### src/rtl/tnet_pkg.sv
// Shared definitions for the tNet transmit framer: frame layout, frame types,
// controller states and the frame checksum.
package tnet_pkg;

    localparam logic [3:0] TNET_T_CMD = 4'h1;
    localparam logic [3:0] TNET_T_KA  = 4'h2;

    // Field LSB positions inside the 128-bit frame
    localparam int TNET_SYNC_LSB = 120;
    localparam int TNET_TYPE_LSB = 116;
    localparam int TNET_OP_LSB   = 111;
    localparam int TNET_SEQ_LSB  = 104;
    localparam int TNET_DT1_LSB  = 72;
    localparam int TNET_DT2_LSB  = 40;
    localparam int TNET_DT3_LSB  = 8;
    localparam int TNET_CSUM_LSB = 0;

    typedef struct packed {
        logic [4:0]  op;
        logic [31:0] dt1;
        logic [31:0] dt2;
        logic [31:0] dt3;
    } tnet_cmd_t;

    localparam int TNET_CMD_W = $bits(tnet_cmd_t);

    typedef enum logic [1:0] {ST_DOWN, ST_IDLE, ST_SEND} tnet_state_e;

    // XOR of the 15 header bytes that precede the checksum byte
    function automatic logic [7:0] tnet_csum(input logic [119:0] hdr);
        logic [7:0] x;
        x = 8'h00;
        for (int i = 0; i < 15; i++) x ^= hdr[i*8 +: 8];
        return x;
    endfunction

endpackage

### src/rtl/tnet_tx_framer_fifo.sv
// Command FIFO for the framer: extra-bit pointers, registered level and a
// synchronous flush that dominates writes and reads.
module tnet_cmd_fifo
    import tnet_pkg::*;
#(
    parameter int AW = 2,
    parameter int DW = TNET_CMD_W
) (
    input  logic          clk_i,
    input  logic          rst_i,
    input  logic          flush_i,
    input  logic          wr_en_i,
    input  logic [DW-1:0] wr_data_i,
    input  logic          rd_en_i,
    output logic [DW-1:0] rd_data_o,
    output logic          full_o,
    output logic          empty_o,
    output logic [AW:0]   lvl_o
);

    localparam int DEPTH = 1 << AW;

    logic [DW-1:0] mem_q [DEPTH];
    logic [AW:0]   wptr_q, rptr_q, lvl_q;
    logic [AW:0]   wptr_d, rptr_d, lvl_d;
    logic          wr, rd;

    assign empty_o   = (wptr_q == rptr_q);
    assign full_o    = (wptr_q[AW] != rptr_q[AW]) && (wptr_q[AW-1:0] == rptr_q[AW-1:0]);
    assign rd_data_o = mem_q[rptr_q[AW-1:0]];
    assign lvl_o     = lvl_q;

    assign wr = wr_en_i && !full_o && !flush_i;
    assign rd = rd_en_i && !empty_o && !flush_i;

    always_comb begin
        wptr_d = wptr_q;
        rptr_d = rptr_q;
        lvl_d  = lvl_q;
        if (flush_i) begin
            wptr_d = '0;
            rptr_d = '0;
            lvl_d  = '0;
        end else begin
            if (wr) wptr_d = wptr_q + (AW+1)'(1);
            if (rd) rptr_d = rptr_q + (AW+1)'(1);
            case ({wr, rd})
                2'b10:   lvl_d = lvl_q + (AW+1)'(1);
                2'b01:   lvl_d = lvl_q - (AW+1)'(1);
                default: lvl_d = lvl_q;
            endcase
        end
    end

    always_ff @(posedge clk_i or posedge rst_i) begin
        if (rst_i) begin
            wptr_q <= '0;
            rptr_q <= '0;
            lvl_q  <= '0;
        end else begin
            wptr_q <= wptr_d;
            rptr_q <= rptr_d;
            lvl_q  <= lvl_d;
        end
    end

    always_ff @(posedge clk_i) begin
        if (wr) mem_q[wptr_q[AW-1:0]] <= wr_data_i;
    end

endmodule

### src/rtl/tnet_tx_framer.sv
// tNet transmit framer: buffers tProc commands, wraps each in a 128-bit frame
// for the Aurora TX stream, inserts keepalives when idle, flushes on link loss.
module tnet_tx_framer
    import tnet_pkg::*;
#(
    parameter int         FIFO_AW   = 2,
    parameter int         KA_PERIOD = 1024,
    parameter logic [7:0] SYNC_BYTE = 8'hA5
) (
    input  logic               user_clk_i,
    input  logic               user_rst_i,
    input  logic               channel_up_i,
    input  logic               cmd_valid_i,
    output logic               cmd_ready_o,
    input  logic [4:0]         cmd_op_i,
    input  logic [31:0]        cmd_dt1_i,
    input  logic [31:0]        cmd_dt2_i,
    input  logic [31:0]        cmd_dt3_i,
    output logic [127:0]       m_axi_tx_tdata_o,
    output logic               m_axi_tx_tvalid_o,
    input  logic               m_axi_tx_tready_i,
    output logic [6:0]         seq_o,
    output logic [FIFO_AW:0]   fifo_lvl_o,
    output logic [15:0]        flush_cnt_o
);

    localparam int             CW      = $clog2(KA_PERIOD);
    localparam logic [CW-1:0]  KA_LAST = CW'(KA_PERIOD - 1);

    tnet_state_e   state_q, state_d;
    logic [127:0]  tdata_q, tdata_d;
    logic [6:0]    seq_q, seq_d;      // seq of last loaded frame
    logic [6:0]    nseq_q, nseq_d;    // seq the next frame will carry
    logic [CW-1:0] cnt_q, cnt_d;
    logic [15:0]   flush_cnt_q;

    tnet_cmd_t     wr_cmd, head, ld_cmd;
    logic [3:0]    ld_type;
    logic          load, fifo_pop, fifo_full, fifo_empty;

    function automatic logic [127:0] build(input logic [3:0] t, input tnet_cmd_t c,
                                           input logic [6:0] s);
        logic [127:0] f;
        f = '0;
        f[TNET_SYNC_LSB +: 8] = SYNC_BYTE;
        f[TNET_TYPE_LSB +: 4] = t;
        f[TNET_OP_LSB   +: 5] = c.op;
        f[TNET_SEQ_LSB  +: 7] = s;
        f[TNET_DT1_LSB  +: 32] = c.dt1;
        f[TNET_DT2_LSB  +: 32] = c.dt2;
        f[TNET_DT3_LSB  +: 32] = c.dt3;
        f[TNET_CSUM_LSB +: 8] = tnet_csum(f[127:8]);
        return f;
    endfunction

    assign wr_cmd      = '{op: cmd_op_i, dt1: cmd_dt1_i, dt2: cmd_dt2_i, dt3: cmd_dt3_i};
    assign cmd_ready_o = channel_up_i && !fifo_full;

    tnet_cmd_fifo #(.AW(FIFO_AW), .DW(TNET_CMD_W)) u_fifo (
        .clk_i     (user_clk_i),
        .rst_i     (user_rst_i),
        .flush_i   (!channel_up_i),
        .wr_en_i   (cmd_valid_i && cmd_ready_o),
        .wr_data_i (wr_cmd),
        .rd_en_i   (fifo_pop),
        .rd_data_o (head),
        .full_o    (fifo_full),
        .empty_o   (fifo_empty),
        .lvl_o     (fifo_lvl_o)
    );

    always_comb begin
        state_d  = state_q;
        tdata_d  = tdata_q;
        seq_d    = seq_q;
        nseq_d   = nseq_q;
        cnt_d    = cnt_q;
        fifo_pop = 1'b0;
        load     = 1'b0;
        ld_type  = TNET_T_KA;
        ld_cmd   = '0;
        unique case (state_q)
            ST_DOWN: if (channel_up_i) state_d = ST_IDLE;
            ST_IDLE: begin
                // A queued command always beats a keepalive due this cycle
                if (!fifo_empty) begin
                    fifo_pop = 1'b1;
                    load     = 1'b1;
                    ld_type  = TNET_T_CMD;
                    ld_cmd   = head;
                end else if (cnt_q == KA_LAST) begin
                    load = 1'b1;
                end else begin
                    cnt_d = cnt_q + CW'(1);
                end
            end
            ST_SEND: if (m_axi_tx_tready_i) state_d = ST_IDLE;
            default: state_d = ST_DOWN;
        endcase
        if (load) begin
            tdata_d = build(ld_type, ld_cmd, nseq_q);
            seq_d   = nseq_q;
            nseq_d  = nseq_q + 7'd1;
            cnt_d   = '0;
            state_d = ST_SEND;
        end
        // Link loss overrides everything, including an unacknowledged frame
        if (!channel_up_i) begin
            state_d  = ST_DOWN;
            fifo_pop = 1'b0;
            tdata_d  = '0;
            seq_d    = '0;
            nseq_d   = '0;
            cnt_d    = '0;
        end
    end

    always_ff @(posedge user_clk_i or posedge user_rst_i) begin
        if (user_rst_i) begin
            state_q     <= ST_DOWN;
            tdata_q     <= '0;
            seq_q       <= '0;
            nseq_q      <= '0;
            cnt_q       <= '0;
            flush_cnt_q <= '0;
        end else begin
            state_q <= state_d;
            tdata_q <= tdata_d;
            seq_q   <= seq_d;
            nseq_q  <= nseq_d;
            cnt_q   <= cnt_d;
            if (!channel_up_i && (!fifo_empty || state_q == ST_SEND) && flush_cnt_q != 16'hFFFF)
                flush_cnt_q <= flush_cnt_q + 16'd1;
        end
    end

    assign m_axi_tx_tvalid_o = (state_q == ST_SEND);
    assign m_axi_tx_tdata_o  = tdata_q;
    assign seq_o             = seq_q;
    assign flush_cnt_o       = flush_cnt_q;

endmodule

### config.mk
export PLATFORM = sky130hd
export DESIGN_NAME = tnet_tx_framer
export DESIGN_NICKNAME = d
export VERILOG_FILES = /design/src/rtl/tnet_pkg.sv /design/src/rtl/tnet_tx_framer_fifo.sv /design/src/rtl/tnet_tx_framer.sv
export SDC_FILE = /design/constraint.sdc
export NUM_CORES = 1
export LEC_CHECK = 0
export CAP_MARGIN = 20
export CORE_UTILIZATION = 30
export DETAILED_ROUTE_END_ITERATION = 8
export PLACE_DENSITY = 0.59
export SLEW_MARGIN = 20
export SYNTH_ARGS = -nofsm -noshare
export SYNTH_HDL_FRONTEND = slang
export SYNTH_SLANG_ARGS = --single-unit
export TNS_END_PERCENT = 20
### constraint.sdc
create_clock -name user_clk_i -period 6.7 [get_ports user_clk_i]
set_clock_uncertainty 0.15 [all_clocks]
set_input_delay 0.67 -clock user_clk_i [delete_from_list [all_inputs] [get_ports user_clk_i]]
set_output_delay 0.67 -clock user_clk_i [all_outputs]
set_load 0.05 [all_outputs]
Yosys cells after proc, flatten, opt, wreduce, memory -nomap -nowiden
Memory sizes are Yosys's and may differ from the RTL's.
Index checks and enable logic that the tools add are counted.
{ "op_classes": {"n_addsub": 7, "n_eq_ne": 18, "mux": 33, "n_bitwise": 14, "n_reduce_logical": 16} }
{ "ops": {"columns": ["operator", "count"], "rows": [
  ["128-bit 2-to-1 mux", 2],
  ["101-bit 2-to-1 mux", 2],
  ["8-bit XOR", 13],
  ["10-bit 2-to-1 mux", 5],
  ["7-bit 2-to-1 mux", 4],
  ["16-bit by 1-bit adder with 16-bit output (second input constant)", 1],
  ["16-bit != test (second input constant)", 1],
  ["3-bit 2-to-1 mux", 5],
  ["10-bit by 1-bit adder with 10-bit output (second input constant)", 1],
  ["10-bit equality test (second input constant)", 1],
  ["2-bit 2-to-1 mux", 5],
  ["3-bit by 1-bit adder with 3-bit output (second input constant)", 3],
  ["1-bit logical AND", 9],
  ["3-bit by 1-bit != test with 1-bit output (second input constant)", 3],
  ["1-bit 2-to-1 mux", 8],
  ["7-bit by 1-bit adder with 7-bit output (second input constant)", 1],
  ["2-bit by 1-bit != test with 1-bit output (second input constant)", 3],
  ["3-bit != test (second input constant)", 2],
  ["2-bit one-hot mux with 3 select lines", 1],
  ["3-bit one-hot mux with 2 select lines", 1],
  ["2-bit by 1-bit equality test with 1-bit output (second input constant)", 2],
  ["2-bit equality test (second input constant)", 2],
  ["4-bit by 2-bit != test with 1-bit output (second input constant)", 1],
  ["4-bit inverter", 1],
  ["other kinds (9)", 11]
]} }
{ "totals": {"regBits": 179, "ramBits": 404, "input_bits": 106, "output_inout_bits": 156, "word_cells": 98, "mem_count": 1} }
{ "memory_table": {"columns": ["memory", "depth", "word_bits", "rd", "rd_ports_with_merged_regs", "write_ports", "line_no", "source"], "rows": [
  ["u_fifo.mem_q", 4, 101, 1, 0, 1, "tnet_tx_framer_fifo.sv:23", "logic [DW-1:0] mem_q [DEPTH];"]
]} }

Depth between registers and ports, before layout
Gate-level depths: netlist of run 1.
{ "depth": {"depth_word": 19, "mapped_depth": 14, "depth_no_buf": 8} }

Modules after synthesis
A second synthesis of run 1 with hierarchy kept.
{ "hier_totals": {"cells_unflattened": 1159, "hier_area_um2": 22288.9} }
{ "by_module_without_submodules": {"columns": ["module", "instances", "cells_per_inst", "area_each_um2", "seq_area_each_um2"], "rows": [
  ["tnet_cmd_fifo", 1, 592, 15187.1, 12356.9],
  ["tnet_tx_framer", 1, 567, 7101.8, 3853.7]
]} }

Least setup slack after synthesis of run 1
OpenSTA, ideal clock, no wires.
{ "synth_timing": {"path_kind": "register -> register", "start": "register u_fifo.rptr_q[0]", "end": "memory u_fifo.mem_q[3][0] (netlist name), enable pin", "setup_time_ns": 0.473, "arrival_ns": 4.369, "required_ns": 6.077, "path_slack_ns": 1.708, "stages_incl_launch_ff": 10, "n_path_buf": 6, "period_less_slack_ns": 4.992, "path_cell_list": "dfrtp_1 -> buf_6 -> buf_6 -> buf_6 -> buf_6 -> buf_6 -> xor2_1 -> o311a_1 -> clkbuf_1 -> and2_1"} }
{ "synth_via": {"elab_chain_len": 9} }
{ "synth_lines": {"columns": ["item", "line_no", "source"], "rows": [
  ["start: declaration", "tnet_tx_framer_fifo.sv:24", "logic [AW:0] wptr_q, rptr_q, lvl_q;"],
  ["start signal: assignment", "tnet_tx_framer_fifo.sv:62", "rptr_q <= rptr_d;"],
  ["2-bit equality test (*)", "tnet_tx_framer_fifo.sv:29", "assign full_o = (wptr_q[AW] != rptr_q[AW]) && (wptr_q[AW-1:0] == rptr_q[AW-1:0]);"],
  ["1-bit logical AND (*)", "tnet_tx_framer_fifo.sv:29", null],
  ["1-bit zero test (*)", "tnet_tx_framer_fifo.sv:33, tnet_tx_framer.sv:57", null],
  ["1-bit logical AND", "tnet_tx_framer.sv:57", "assign cmd_ready_o = channel_up_i && !fifo_full;"],
  ["1-bit logical AND", "tnet_tx_framer.sv:63", ".wr_en_i (cmd_valid_i && cmd_ready_o),"],
  ["1-bit logical AND (*) (2 in a row)", "tnet_tx_framer_fifo.sv:33", "assign wr = wr_en_i && !full_o && !flush_i;"],
  ["1-bit 2-to-1 mux (*)", "tnet_tx_framer_fifo.sv:68", "if (wr) mem_q[wptr_q[AW-1:0]] <= wr_data_i;"],
  ["1-bit 2-to-1 mux (implied by the code) (*)", "tnet_tx_framer_fifo.sv:68", null],
  ["end: declaration", "tnet_tx_framer_fifo.sv:23", null]
]} }
Mark *: on every way between the ends. The rest lies on a longest branch, timed or not.

Final worst setup path of run 1
{ "layout_timing": {"start": "input channel_up_i", "end": "output cmd_ready_o"} }
{ "layout_via": {"elab_chain_len": 1} }
{ "layout_lines": {"columns": ["item", "line_no", "source"], "rows": [
  ["start: declaration", "tnet_tx_framer.sv:12", "input logic channel_up_i,"],
  ["1-bit logical AND", "tnet_tx_framer.sv:57", null],
  ["end: declaration", "tnet_tx_framer.sv:14", "output logic cmd_ready_o,"]
]} }
No other way between the ends.

==> impl_metrics.json, run 1 <==
{
  "status": "finished with violations",
  "violations": "DRC",
  "die_h_microns": 274.5,
  "finalCriticalPeriod_ps": 4386,
  "wire_per_inst_microns": 22.42,
  "place_congestion": 0.7629,
  "critPathSlowestCell": "clkdlybuf4s50_1",
  "dpl.hpwl_microns": 35590,
  "rrSetupSlack_ps": 2700,
  "num_vias": 11596,
  "rsz0062_at_grt": "false",
  "grt_usage_pct": 14.61,
  "core_sq_mm": 0.07321,
  "postCtsResizedCells": 0,
  "clk_path_buf_depth": 3,
  "drive_gt1_share_pct": 16.31,
  "p_per_area_mw_per_mm2": 384.7,
  "cp.arrival_ps": 3570,
  "grt_max_degree": 110,
  "whs_path_depth": 1,
  "initial_core_util_pct": 30.43,
  "tightest_slew_ps": 1051,
  "hp-class": "reg2reg",
  "worst-path-stages": 5,
  "synth_edf_count": 404,
  "slew_violations": 0,
  "syn_area_sq_mm": 0.02228,
  "drc_errors": 34,
  "synth_top_area_share_pct": 54.46,
  "grt_pass1_wl_microns": 80660,
  "yosys.cell_types.count": 58,
  "timing.fmax_mhz": 228.0,
  "grt_pass1_vias": 12214,
  "critPathBufInv": 4,
  "syn_area_per_cell_sq_um": 19.12,
  "finalSetupViolations": 0,
  "start_kind": "input port",
  "path_cells": "clkdlybuf4s50_1 -> inv_1 -> buf_4 -> a31oi_1 -> clkdlybuf4s50_1",
  "area_growth_pct": 25.53,
  "rr_endpoint": "m_axi_tx_tdata_o[1]$_DFFE_PP0P_",
  "path_common_cell": "clkdlybuf4s50_1",
  "htreeDepth": 2,
  "port_buffers": 255,
  "synthMostInstantiatedCell": "edfxtp_1",
  "cts_root_buffer": "clkbuf_16",
  "finish.utilization_pct": 38.20,
  "yosysSeqAreaShare_pct": 72.77,
  "peakVddDrop_mv": 0.1977,
  "maxCapViolCount": 0,
  "finalCritPeriodShare_pct": 65.46,
  "insertion_delay_ps": 620,
  "ys.warnings.count": 0,
  "async_flop_share_pct": 28.75,
  "synthTopCellsByArea": "edfxtp_1 (54%), dfrtp_1 (18%), mux4_2 (10%)",
  "r2r_cells": 7,
  "drt_iter0_drc": 743,
  "wirelength_microns": 54870,
  "die_x_microns": 274.5,
  "path_delay_family": "buffers and inverters",
  "crit_path_end": "cmd_ready_o",
  "required_ps": 5880,
  "tns_ps": 0,
  "detailedRoute.firstPassIterationCount": 8,
  "cts_made_buffers": 61,
  "cts_sinks": 567,
  "row_count": 99,
  "critPathMaxFanout": 24,
  "hp-start": "m_axi_tx_tdata_o[116]$_DFFE_PP0P_",
  "antenna_found_initial": 10,
  "ys_ff_latch": 567,
  "synthCells": 1165,
  "relSlewSlack_pct": 29.79,
  "ys_top_cells_by_count": "edfxtp_1 (404), dfrtp_1 (163), a22o_1 (101), mux4_2 (101), xnor2_1 (79)",
  "cpPeakStageDelay_ps": 900,
  "grt_overflow_total": 0,
  "die-area_sq_mm": 0.07535,
  "cts_tree": "yes",
  "power.leakage_nw": 9.779,
  "post_cts_buffers": 0,
  "crit_path_end_kind": "output pin",
  "drt-vias-per-instance": 4.739,
  "num-fill-cells": 6632,
  "path_class": "in2out",
  "ios": 262,
  "fin_nets": 1546,
  "ctsHoldBuffers": 0,
  "ant_nets": 0,
  "startpoint": "channel_up_i",
  "synth_largest_area_cell": "edfxtp_1",
  "path_clk_slew_ps": 60,
  "crit-reg2reg-launch": "u_fifo.rptr_q[0]$_DFFE_PP0P_",
  "finalHoldViolations": 0,
  "synth-main-ff-cell": "edfxtp_1"
}
where the power goes:
part           total (W)  switching, W  internal [W]
registers        0.00425      0.000229       0.00402
clock network    0.00352       0.00139       0.00213
logic            0.00299       0.00173       0.00126
total             0.0108       0.00335       0.00741
cells in the final DEF, fill, tap and decap left out, types with 7 or more instances in the layout:
cell | netlist | final
bufinv_16 | 0 | 7
xnor2_1 | 79 | 79
clkbuf_1 | 19 | 11
a21oi_1 | 15 | 14
edfxtp_1 | 404 | 404
xor2_1 | 21 | 21
ha_1 | 8 | 8
clkbuf_8 | 0 | 15
dfrtp_1 | 163 | 161
nand3_1 | 16 | 16
buf_4 | 19 | 16
nand2_1 | 40 | 40
clkinv_2 | 0 | 9
inv_1 | 8 | 7
clkdlybuf4s50_1 | 0 | 255
xnor3_1 | 16 | 16
clkbuf_16 | 0 | 62
mux4_2 | 101 | 101
nor3_1 | 7 | 7
nor2_1 | 37 | 35
a22o_1 | 101 | 101
nand4_1 | 9 | 9
state kept, by name, summed over array words and instances, names as in the netlist, 6 cells and up:
name,cells
seq_o,6
m_axi_tx_tdata_o,113
flush_cnt_o,16
nseq_q,7
cnt_q,10
u_fifo.mem_q,404
per-layer routing:
metal | up-vias | track usage (%) | wire, microns
met5 | - | 0 | 106
met4 | 18 | 3.538 | 1046
met3 | 96 | 3.722 | 3410
met2 | 276 | 24.25 | 27300
met1 | 6088 | 19.06 | 23010
li1 | 5118 | - | -
kinds of logic after synthesis:
logic type | synth area share, %
buffers and inverters | 2.303
multiplexers | 10.35
XOR/XNOR | 5.622
AO/OA/AOI/OAI | 5.302
flip-flops | 72.77
AND/OR/NAND/NOR | 3.095
adder cells (fa/ha/maj) | 0.5392
other | 0.01683
per-stage QoR:
stage | hold slack (ps) | area [sq um] | total power, W | std cells | setup slack [ps]
global placement | 324.3 | 25770 | 0.007364 | 2326 | 2328
CTS | 337.3 | 27930 | 0.01095 | 2442 | 2292
global route | 360.8 | 27950 | 0.01123 | 2443 | 2174
detailed placement | 324.0 | 25770 | 0.007382 | 2326 | 2298
floorplan | 354.7 | 22300 | 0.006337 | 1170 | 1475
finish | 330.1 | 27960 | 0.01076 | 2447 | 2314
worst min-delay path by stage:
| stage | end |
|---|---|
| after detailed placement | m_axi_tx_tdata_o[116]$_DFFE_PP0P_ |
| after global routing | m_axi_tx_tdata_o[116]$_DFFE_PP0P_ |
| after CTS | m_axi_tx_tdata_o[116]$_DFFE_PP0P_ |
| final | m_axi_tx_tdata_o[116]$_DFFE_PP0P_ |
| after global placement | m_axi_tx_tdata_o[116]$_DFFE_PP0P_ |
| after floorplan | cnt_q[9]$_DFFE_PP0P_ |
cell type report:
| type | instances | area, sq um | share of cell area (%) |
|---|---|---|---|
| flip-flops and latches | 567 | 16220 | 58.00 |
| repair buffers | 274 | 2740 | 9.799 |
| well taps | 959 | 1200 | 4.291 |
| clock buffers | 88 | 1799 | 6.434 |
| diodes | 4 | 10.01 | 0.03580 |
| inverters | 8 | 37.54 | 0.1342 |
| clock inverters | 28 | 354.1 | 1.266 |
| multi-input cells | 519 | 5604 | 20.04 |
Note: power is estimated with default switching activity, not from simulation.
==> run 2: changes to the inputs <==
--- a/config.mk
+++ b/config.mk
@@ -8,7 +8,7 @@
 export CAP_MARGIN = 20
 export CORE_UTILIZATION = 30
 export DETAILED_ROUTE_END_ITERATION = 8
-export PLACE_DENSITY = 0.59
+export PLACE_DENSITY = 0.61
 export SLEW_MARGIN = 20
 export SYNTH_ARGS = -nofsm -noshare
 export SYNTH_HDL_FRONTEND = slang
==> constraint.sdc (replaced) <==
create_clock -name user_clk_i -period 3.63 [get_ports user_clk_i]
set_clock_uncertainty 0.15 [all_clocks]
set_input_delay 0.363 -clock user_clk_i [delete_from_list [all_inputs] [get_ports user_clk_i]]
set_output_delay 0.363 -clock user_clk_i [all_outputs]
set_load 0.05 [all_outputs]
==> run 2 against run 1 <==
  * The run still ends with DRC left
  * Setup slack worse by 2100 ps
  * Design area is 0.46% higher
  * Combinational power is 87% higher
  * Sequential share of layout area is 0.27 points lower
  * Critical path type is now reg2reg
  * Highest routed layer unchanged
==> impl_metrics.json, run 2 (same netlist as run 1, synthesis figures left out) <==
{
  "die_h_microns": 274.5,
  "rsz0062_at_grt": "false",
  "post_cts_buffers": 0,
  "timing.fmax_mhz": 290.2,
  "finalHoldViolations": 0,
  "place_congestion": 0.7236,
  "p_int_w": 0.01322,
  "cts_made_buffers": 59,
  "cts_sinks": 567,
  "cts_root_buffer": "clkbuf_16",
  "die_x_microns": 274.5,
  "core_sq_mm": 0.07321,
  "path_clk_slew_ps": 60,
  "cts_tree": "yes",
  "path_class": "reg2reg",
  "slew_violations": 0,
  "power.leakage_nw": 9.838,
  "row_count": 99,
  "htreeDepth": 2,
  "ios": 262,
  "ant_nets": 0,
  "dpl.hpwl_microns": 37890,
  "tns_ps": 0,
  "critPathMaxFanout": 27,
  "cpPeakStageDelay_ps": 550,
  "drive_gt1_share_pct": 17.32,
  "finalCritPeriodShare_pct": 94.93,
  "final_cell_mix": "edfxtp_1 (404), clkdlybuf4s50_1 (254), dfrtp_1 (161), mux4_2 (101), a22o_1 (101)",
  "hp-class": "in2async",
  "maxCapViolCount": 0,
  "multi_input_area_sq_mm": 0.005604,
  "detailedRoute.firstPassIterationCount": 7,
  "startpoint": "u_fifo.rptr_q[0]$_DFFE_PP0P_",
  "dpl.cell_count": 2354,
  "required_ps": 4020,
  "port_buffers": 255,
  "finalSetupViolations": 0,
  "pwr-share-seq_pct": 40.3,
  "status": "finished with violations",
  "layout_commonest_cell": "edfxtp_1",
  "wire_per_inst_microns": 23.02,
  "start_kind": "flop",
  "pwr-share-comb_pct": 28.9,
  "path_cells": "buf_12 -> buf_4 -> mux4_2 -> xnor2_1 -> buf_4 -> xnor3_1 -> or3_4 -> a2111oi_2 -> nand3b_1",
  "postCtsResizedCells": 0,
  "initial_core_util_pct": 30.43,
  "critPathSlowestCell": "mux4_2",
  "grt_usage_pct": 15.09,
  "crit_path_end_kind": "flop",
  "area_growth_pct": 26.11,
  "relSlewSlack_pct": 47.67,
  "grt_pass1_wl_microns": 83060,
  "drc_errors": 19,
  "num_vias": 11776,
  "stdcell_count": 2467,
  "tightest_slew_ps": 782.5,
  "grt_pass1_vias": 12343,
  "finalCriticalPeriod_ps": 3446,
  "antenna_found_initial": 8,
  "drt-vias-per-instance": 4.773,
  "grt_max_degree": 98,
  "insertion_delay_ps": 630,
  "pwr-share-clk_pct": 30.8,
  "fin_nets": 1571,
  "ctsHoldBuffers": 0,
  "peakVddDrop_mv": 0.4136,
  "finish.utilization_pct": 38.37,
  "path_delay_family": "buffers and inverters",
  "grt_overflow_total": 0,
  "num-fill-cells": 6608,
  "die-area_sq_mm": 0.07535,
  "cp.arrival_ps": 3830,
  "largest_reg_flops": 404,
  "crit-reg2reg-launch": "u_fifo.rptr_q[0]$_DFFE_PP0P_",
  "clk_path_buf_depth": 3,
  "critPathBufInv": 3,
  "switching_share_pct": 31.56,
  "wirelength_microns": 56800,
  "total_power_w": 0.01932,
  "drt_iter0_drc": 889,
  "worst_hold_slack_ps": 77.90,
  "p_per_area_mw_per_mm2": 687.7,
  "seq_area_sq_mm": 0.01622,
  "violations": "DRC",
  "path_common_cell": "buf_4",
  "switchingPower_w": 0.006098
}
run 2: final timing paths:
check	to	slack, ps	depth (start not counted)
setup reg to reg	m_axi_tx_tdata_o[1]$_DFFE_PP0P_	180	9
hold / removal	m_axi_tx_tdata_o[64]$_DFFE_PP0P_	80	3
setup / recovery	m_axi_tx_tdata_o[1]$_DFFE_PP0P_	180	9
max in group asynchronous	u_fifo.lvl_o[0]$_DFFE_PP0P_	2630	3
min in group user_clk_i	u_fifo.mem_q[2][57]$_DFFE_PP_	230	1
hold reg to reg	m_axi_tx_tdata_o[116]$_DFFE_PP0P_	330	1
run 2: tightest hold or removal path, cell delays in order:
cell	delay [ps]
clkdlybuf4s50_1	440
clkinvlp_4	130
buf_12	340
run 2: power by group through the flow:
stage	Sequential [W]	Combinational [W]	Clock (W)
3_5_place_dp	0.00792	0.00568	0
2_1_floorplan	0.00878	0.00291	0
5_1_grt	0.00783	0.00594	0.00637
6_report	0.00778	0.00558	0.00596
4_1_cts	0.00780	0.00570	0.00612
3_3_place_gp	0.00791	0.00563	0
run 2: through the flow:
stage	worst slack [ps]	area [sq um]
after floorplan	-230.5	22310
after global placement	225.3	26160
after detailed placement	174.5	26160
after CTS	152.6	28090
after global routing	22.03	28090
final	184.1	28090
run 2: area by class of cell:
cell class,instances,area share (%)
flip-flops and latches,567,57.73
multi-input cells,519,19.95
repair buffers,301,11.06
clock buffers,77,5.643
well taps,959,4.271
clock inverters,35,1.211
inverters,8,0.1203
diodes,1,0.008908
run 2: per-layer routing:
layer,track usage (%),vias to the layer above,part of all wire (%)
met1,19.94,6205,43
li1,-,5161,-
met2,24.71,317,49
met3,3.897,79,6.2
met4,3.670,14,1.7
met5,0,-,0.15
==> run 3: changes to the inputs <==
--- a/config.mk
+++ b/config.mk
@@ -6,9 +6,9 @@
 export NUM_CORES = 1
 export LEC_CHECK = 0
 export CAP_MARGIN = 20
-export CORE_UTILIZATION = 30
+export CORE_UTILIZATION = 50
 export DETAILED_ROUTE_END_ITERATION = 8
-export PLACE_DENSITY = 0.61
+export PLACE_DENSITY = 0.86
 export SLEW_MARGIN = 20
 export SYNTH_ARGS = -nofsm -noshare
 export SYNTH_HDL_FRONTEND = slang
==> run 3 against run 2 <==
  * The run now ends clean
  * Sequential cell count unchanged
  * Total power rose by 1.2%
  * Routed wire length down 8.9%
  * Setup slack improved by 150 ps
  * Worst hold slack better by 140 ps
  * Largest power group unchanged
  * Highest routed layer unchanged
==> impl_metrics.json, run 3 (same netlist as run 1, synthesis figures left out) <==
{
  "critPathSlowestCell": "mux4_2",
  "path_common_cell": "xnor3_1",
  "rrSetupSlack_ps": 340,
  "die_x_microns": 213.1,
  "hp-class": "in2reg",
  "num-fill-cells": 2964,
  "wire_per_inst_microns": 24.80,
  "place_ws_ps": 345.2,
  "htreeDepth": 2,
  "grt_overflow_total": 0,
  "path_cells": "buf_12 -> mux4_2 -> xnor2_1 -> xnor3_1 -> xnor3_1 -> nor4_1 -> nand3b_1",
  "finalCriticalPeriod_ps": 3291,
  "required_ps": 4020,
  "power.leakage_nw": 9.889,
  "path_class": "reg2reg",
  "drc_errors": 0,
  "critPathMaxFanout": 45,
  "cp.arrival_ps": 3680,
  "drive_gt1_share_pct": 16.93,
  "tightest_slew_ps": 777.6,
  "antenna_found_initial": 5,
  "finish.utilization_pct": 63.69,
  "largest_reg_flops": 404,
  "fin_nets": 1566,
  "finalHoldViolations": 0,
  "total_power_w": 0.01955,
  "finalSetupViolations": 0,
  "cts_sinks": 567,
  "postCtsResizedCells": 0,
  "dpl.hpwl_microns": 33620,
  "crit_path_end_kind": "flop",
  "finalCritPeriodShare_pct": 90.67,
  "ant_nets": 0,
  "status": "complete, no violations",
  "die_h_microns": 213.1,
  "die-area_sq_mm": 0.04540,
  "r2r_cells": 7,
  "initial_core_util_pct": 51.15,
  "grt_pass1_wl_microns": 77890,
  "whs_path_depth": 1,
  "drt-vias-per-instance": 5.770,
  "final_cell_mix": "edfxtp_1 (404), clkdlybuf4s50_1 (254), dfrtp_1 (161), mux4_2 (101), a22o_1 (101)",
  "place_congestion": 0.7938,
  "insertion_delay_ps": 620,
  "startpoint": "u_fifo.rptr_q[0]$_DFFE_PP0P_",
  "maxCapViolCount": 0,
  "cts_root_buffer": "clkbuf_16",
  "layout_commonest_cell": "edfxtp_1",
  "layout_setup_ws_ps": 338.7,
  "drt_iter0_drc": 1163,
  "crit-reg2reg-launch": "u_fifo.rptr_q[0]$_DFFE_PP0P_",
  "cts_made_buffers": 57,
  "num_vias": 12043,
  "detailedRoute.firstPassIterationCount": 5,
  "area_growth_pct": 24.52,
  "path_clk_slew_ps": 70,
  "relSlewSlack_pct": 48.16,
  "grt_usage_pct": 23.53,
  "cpPeakStageDelay_ps": 580,
  "core_sq_mm": 0.04355,
  "clk_path_buf_depth": 3,
  "ios": 262,
  "p_per_area_mw_per_mm2": 704.8,
  "rr_endpoint": "m_axi_tx_tdata_o[0]$_DFFE_PP0P_",
  "grt_pass1_vias": 12621,
  "grt_max_degree": 70,
  "slew_violations": 0,
  "row_count": 76,
  "stdcell_count": 2087,
  "start_kind": "flop",
  "crit_path_end": "m_axi_tx_tdata_o[0]$_DFFE_PP0P_",
  "wirelength_microns": 51760,
  "peakVddDrop_mv": 0.5250,
  "timing.fmax_mhz": 303.8,
  "cts_tree": "yes",
  "port_buffers": 255,
  "rsz0062_at_grt": "false",
  "dpl.cell_count": 1976
}
-- run 3: changes by cell type in the layout (fill, tap and decap cells not counted), moves of 2 or more --
cell	delta
buf_12	+2
buf_4	-6
bufinv_16	+5
clkbuf_1	-2
clkbuf_8	+4
clkinv_2	-5
clkinv_4	-2
clkinvlp_4	-3
-- run 3: area by class of cell --
type	count	area (sq um)	share of cell area [%]
timing repair buffer	298	3113	11.22
clock inverter	29	402.9	1.452
antenna	2	5.005	0.01804
tap	585	732.0	2.639
clock buffer	79	1633	5.887
sequential	567	16220	58.47
inverter	8	33.78	0.1218
multi-input combinational	519	5600	20.19
-- run 3: worst min path at each step --
| stage | from | to | slack, ps |
|---|---|---|---|
| floorplan | cmd_dt3_i[0] | u_fifo.mem_q[0][0]$_DFFE_PP_ | 310 |
| global placement | m_axi_tx_tdata_o[116]$_DFFE_PP0P_ | m_axi_tx_tdata_o[116]$_DFFE_PP0P_ | 310 |
| detailed placement | m_axi_tx_tdata_o[116]$_DFFE_PP0P_ | m_axi_tx_tdata_o[116]$_DFFE_PP0P_ | 330 |
| CTS | cmd_dt1_i[17] | u_fifo.mem_q[2][81]$_DFFE_PP_ | 190 |
| global route | cmd_dt1_i[26] | u_fifo.mem_q[1][90]$_DFFE_PP_ | 200 |
| finish | cmd_dt1_i[26] | u_fifo.mem_q[2][90]$_DFFE_PP_ | 220 |
-- run 3: per-stage QoR --
stage,cell area (sq um),setup TNS (ps),hold slack (ps)
4_1_cts,27730,0,190.2
3_5_place_dp,25690,0,325.2
5_1_grt,27740,0,198.8
6_report,27740,0,221.4
3_3_place_gp,25690,0,311.2
2_1_floorplan,22310,-69850,311.9
-- run 3: power breakdown --
group,internal (W),switching [W]
registers,0.00742,0.000348
clock network,0.00379,0.00246
logic,0.00241,0.00312
-- run 3: timing repair --
item / 4_1_cts / 5_1_grt
hold endpoints to repair: 12 / 0
endpoints found under the setup margin: 0 / 0
hold buffers: 1 / 0
buffers inserted: 0 / 0
-- run 3: critical path: cells and delay by family (launching register included) --
kind | cells | cell delay, ps
buffers and inverters | 1 | 360
muxes | 1 | 580
DFF | 1 | 560
and+or+nand+nor | 2 | 400
xor gates and xnor gates | 3 | 1170
-- run 3: layer usage --
metal	wire length, microns	track usage [%]	vias to the layer above
met3	4121	5.707	104
met2	25220	37.36	515
met5	46	0	-
li1	-	-	5158
met1	20870	32.00	6260
met4	1506	8.211	6
